File: src/rtl/onehot_req_arbiter.sv
// onehot_req_arbiter: round-robin arbiter presenting one sticky request at a time as a registered one-hot grant
module onehot_req_arbiter #(
    parameter int GAP_CYCLES = 1
) (
    input  logic       clk,
    input  logic       rst_n,
    input  logic [7:0] req,
    input  logic       ack,
    output logic [7:0] gnt,
    output logic       gnt_valid,
    output logic [7:0] pending,
    output logic       busy
);
    typedef enum logic [1:0] {IDLE, OFFER, GAP} state_t;
    state_t     state, nxt;
    logic [2:0] ptr, gidx, sel, idx;
    logic [3:0] cnt;
    logic       found, take;
    logic [7:0] clr;

    always_comb begin
        sel   = '0;
        idx   = '0;
        found = 1'b0;
        for (int i = 0; i < 8; i++) begin
            idx = ptr + 3'(i);
            if (!found && pending[idx]) begin
                sel   = idx;
                found = 1'b1;
            end
        end
    end

    assign take = (state == OFFER) && ack;
    assign clr  = take ? 8'b1 << gidx : 8'b0;

    always_comb begin
        nxt = state;
        case (state)
            IDLE:    nxt = found ? OFFER : IDLE;
            OFFER:   nxt = ack ? (GAP_CYCLES > 0 ? GAP : IDLE) : OFFER;
            GAP:     nxt = (cnt == 4'd0) ? IDLE : GAP;
            default: nxt = IDLE;
        endcase
    end

    always_ff @(posedge clk or negedge rst_n) begin
        if (!rst_n) begin
            state     <= IDLE;
            gnt       <= '0;
            gnt_valid <= 1'b0;
            pending   <= '0;
            busy      <= 1'b0;
            ptr       <= '0;
            gidx      <= '0;
            cnt       <= '0;
        end else begin
            state   <= nxt;
            busy    <= nxt != IDLE;
            pending <= (pending & ~clr) | req;
            if (state == IDLE && found) begin
                gnt       <= 8'b1 << sel;
                gnt_valid <= 1'b1;
                gidx      <= sel;
            end
            if (take) begin
                gnt       <= '0;
                gnt_valid <= 1'b0;
                ptr       <= gidx + 3'd1;
                cnt       <= 4'(GAP_CYCLES - 1);
            end
            if (state == GAP && cnt != 4'd0)
                cnt <= cnt - 4'd1;
        end
    end
endmodule

File: config.mk
export PLATFORM = sky130hd
export DESIGN_NAME = onehot_req_arbiter
export DESIGN_NICKNAME = d
export VERILOG_FILES = /design/src/rtl/onehot_req_arbiter.sv
export SDC_FILE = /design/constraint.sdc
export NUM_CORES = 1
export LEC_CHECK = 0
export BUFFER_PORTS_ARGS = -buffer_cell sky130_fd_sc_hd__buf_2
export CORE_ASPECT_RATIO = 0.9
export CORE_MARGIN = 1.5
export CORE_UTILIZATION = 30
export DETAILED_ROUTE_END_ITERATION = 6
export SETUP_SLACK_MARGIN = 0.05
export SLEW_MARGIN = 0
export SYNTH_ARGS = -nofsm -noshare
export SYNTH_HDL_FRONTEND = slang
export SYNTH_SLANG_ARGS = --single-unit
File: constraint.sdc
create_clock -name clk -period 3.3 [get_ports clk]
set_input_delay 0.495 -clock clk [delete_from_list [all_inputs] [get_ports clk]]
set_output_delay 0.495 -clock clk [all_outputs]
set_load 0.1 [all_outputs]
==> results.yml <==
status:
  status: "completed"
clock_network:
  numCtsBuffers: 5
  cts_tree: "done"
  clockBufferDepth: 2
  cts_resized: 0
  ctsHtreeMaxLevel: 2
  clockRootBuffer: "clkbuf_8"
  post_cts_buffers: 0
  clkLatencyLatePin_ns: 0.28
  path_clk_slew_ns: 0.07
  cts_sinks: 30
  ctsHoldBuffers: 0
route:
  vias: 1812
  drt-vias-per-instance: 5.31
  ant_nets: 0
  drt_wl_total_um: 5240
  wire_per_inst_um: 15.4
  drc: 0
  firstDrtPassIters: 4
  drt_iter0_drc: 129
run:
  drv_cap: 0
cells_and_area:
  finalNetCount: 268
  syn_to_final_growth_pct: 17.1
  num_antenna_cells: 0
  drive_gt1_share_pct: 31.0
  fin_area_um2: 2640
  nFillCells: 702
timing:
  hold_viol: 0
  fin_crit_sh_pct: 93.4
  clock_skew_ns: 0.00746
  min_period_ns: 3.08
  tightest_slew_ns: 0.650
  slew_headroom_pct: 56.7
  rsz0062_at_grt: "no"
  maxSlewViolCount: 0
  max_freq_mhz: 324
  finalSetupViolations: 0
  setup_tns_ns: 0
logic_synthesis:
  syn_inst: 212
  ys_async_sr_fraction_pct: 100
  ys_types: 49
  avgSynthCellArea_um2: 10.6
  synth_nets: 233
  ys_warn_count: 0
  ys_seq_area_share_pct: 33.3
  synthesis.area_um2: 2250
  ys.flop_type: "dfrtp_1"
  ys_ff_latch: 30
  synth_edf_count: 0
critical_path:
  start_kind: "register"
  cp_cell_sequence: "buf_4, mux4_1, mux2_2, nor3b_4, a21oi_1, or3_1, and3_4, a32o_1"
  slowest_stage: "mux4_1"
  cpPeakStageDelay_ns: 0.63
  path_max_fanout: 15
  crit_type: "reg -> reg"
  worstPathRequired_ns: 3.48
  arrival_ns: 3.26
  end_kind: "register"
floorplan:
  die_w_um: 94.4
  placement_rows: 29
  die_area_um2: 8050
  core_area_um2: 7150
  io_pins: 29
  die_y_um: 85.2
  start_util_pct: 31.5
power_and_ir_drop:
  p_switching_mw: 1.45
  p_comb_share_pct: 64.1
  peakVddDrop_mv: 0.604
  leakagePower_nw: 1.11
  internal_power_mw: 1.35
  seqPwrFrac_pct: 22.9
  power.density_nw_per_um2: 1060
  power.share.clock_pct: 13.1
  switching_share_pct: 51.7
global_routing:
  grt_overflow: 0
  grt_max_degree: 31
  grt_pass1_wl_um: 8910
  first_global_vias: 1797
  gr-usage-all-layers_pct: 14.1
  antenna_found_initial: 0
placed_design:
  post_dp_cell_area_um2: 2530
  dp_hpwl_um: 3900
  gp_congestion: 0.882
  portBuffers: 28
worst_hold_path:
  hp-class: "in -> async"
-- synthesized netlist by cell type (all sizes together) (9+ instances only) --
cell type | n | area [µm²]
o21ai | 14 | 70.1
mux2 | 10 | 116
ha | 10 | 125
mux4 | 14 | 327
nand3 | 10 | 50.1
nor2 | 12 | 52.6
a32o | 9 | 90.1
dfrtp | 30 | 751
inv | 11 | 41.3
nand2 | 21 | 78.8
a21o | 10 | 75.1
-- per-stage QoR --
step / instances / setup WS (ns) / power (mW) / hold WS, ns / util, %
after global placement: 333 / 0.325 / 2.42 / 0.456 / 35.4
final: 341 / 0.216 / 2.80 / 0.235 / 36.9
after global routing: 341 / 0.115 / 2.99 / 0.292 / 36.9
after detailed placement: 333 / 0.270 / 2.42 / 0.462 / 35.4
after CTS: 341 / 0.248 / 2.81 / 0.253 / 36.9
after floorplan: 212 / 0.164 / 2.06 / 0.199 / -
-- state kept, by name (all words and copies together) (netlist names) --
name / count
gnt: 8
pending: 8
cnt: 4
gidx: 3
ptr: 3
state: 2
busy: 1
gnt_valid: 1
-- area by class of cell --
class                      instances  area [µm²]  share of cell area (%)
clock inverter                     3        40.0                    1.52
clock buffer                       5        68.8                    2.61
inverter                          11        41.3                    1.56
sequential                        30         751                    28.4
multi-input combinational        160        1400                    53.0
timing repair buffer              39         223                    8.44
tap                               93         116                    4.41
-- power groups by stage --
stage	logic [mW]	clock network, mW	registers, mW
2_1_floorplan	1.03	0	1.03
3_3_place_gp	1.78	0	0.643
3_5_place_dp	1.78	0	0.646
4_1_cts	1.79	0.378	0.640
5_1_grt	1.94	0.393	0.662
6_report	1.79	0.366	0.640
-- worst max-delay path: cells and delay by family, from the launching register on --
family / cells / cell delay [ns]
compound gates: 2 / 0.35
mux: 2 / 1.00
flops: 1 / 0.45
simple gates: 3 / 0.88
buf+inv: 1 / 0.30
-- kinds of logic after synthesis --
kind of cell / after synthesis / synth area share (%)
AO/OA/AOI/OAI: 57 / 18.7
XOR/XNOR: 3 / 1.17
adder cells (fa/ha/maj): 10 / 5.55
buffers and inverters: 22 / 4.94
flip-flops: 30 / 33.3
multiplexers: 30 / 22.5
AND/OR/NAND/NOR: 60 / 13.9
-- cell usage in the layout, fill, tap and decap left out, types with 2 or more instances in the layout --
master     n
nand2b_1   2
xnor2_1    2
a21oi_1    6
nand2_1   21
a21o_1    10
a32o_1     9
o211ai_1   2
a22oi_1    2
nand3_1   10
mux2i_1    5
or3_1      2
nand3b_1   2
dfrtp_1   30
clkbuf_8   5
and2_1     2
mux2_2     9
inv_1     10
mux4_2    11
a211o_1    2
a32oi_1    3
mux4_1     3
buf_2     28
buf_4     11
clkinv_2   2
nor3_1     2
o21ai_0   14
ha_1      10
nor2_1    11
-- final timing paths --
check	startpoint	to	slack [ns]	cells after the start
setup reg to reg	ptr[0]	gnt[2]	0.22	8
hold / removal	rst_n	cnt[1]	0.23	1
min in group clk	req[1]	pending[1]	0.38	2
max in group asynchronous	rst_n	pending[2]	2.64	1
setup / recovery	ptr[0]	gnt[2]	0.22	8
hold reg to reg	gnt_valid	gnt_valid	0.48	2
-- metal layers --
metal | vias up | share of wire, % | global-route usage, %
met3 | 7 | 5.7 | 2.51
li1 | 874 | - | -
met2 | 61 | 47 | 21.6
met4 | 0 | 1.2 | 4.61
met5 | - | 0 | 0
met1 | 870 | 46 | 20.0
Note: power is estimated with default switching activity, not from simulation.
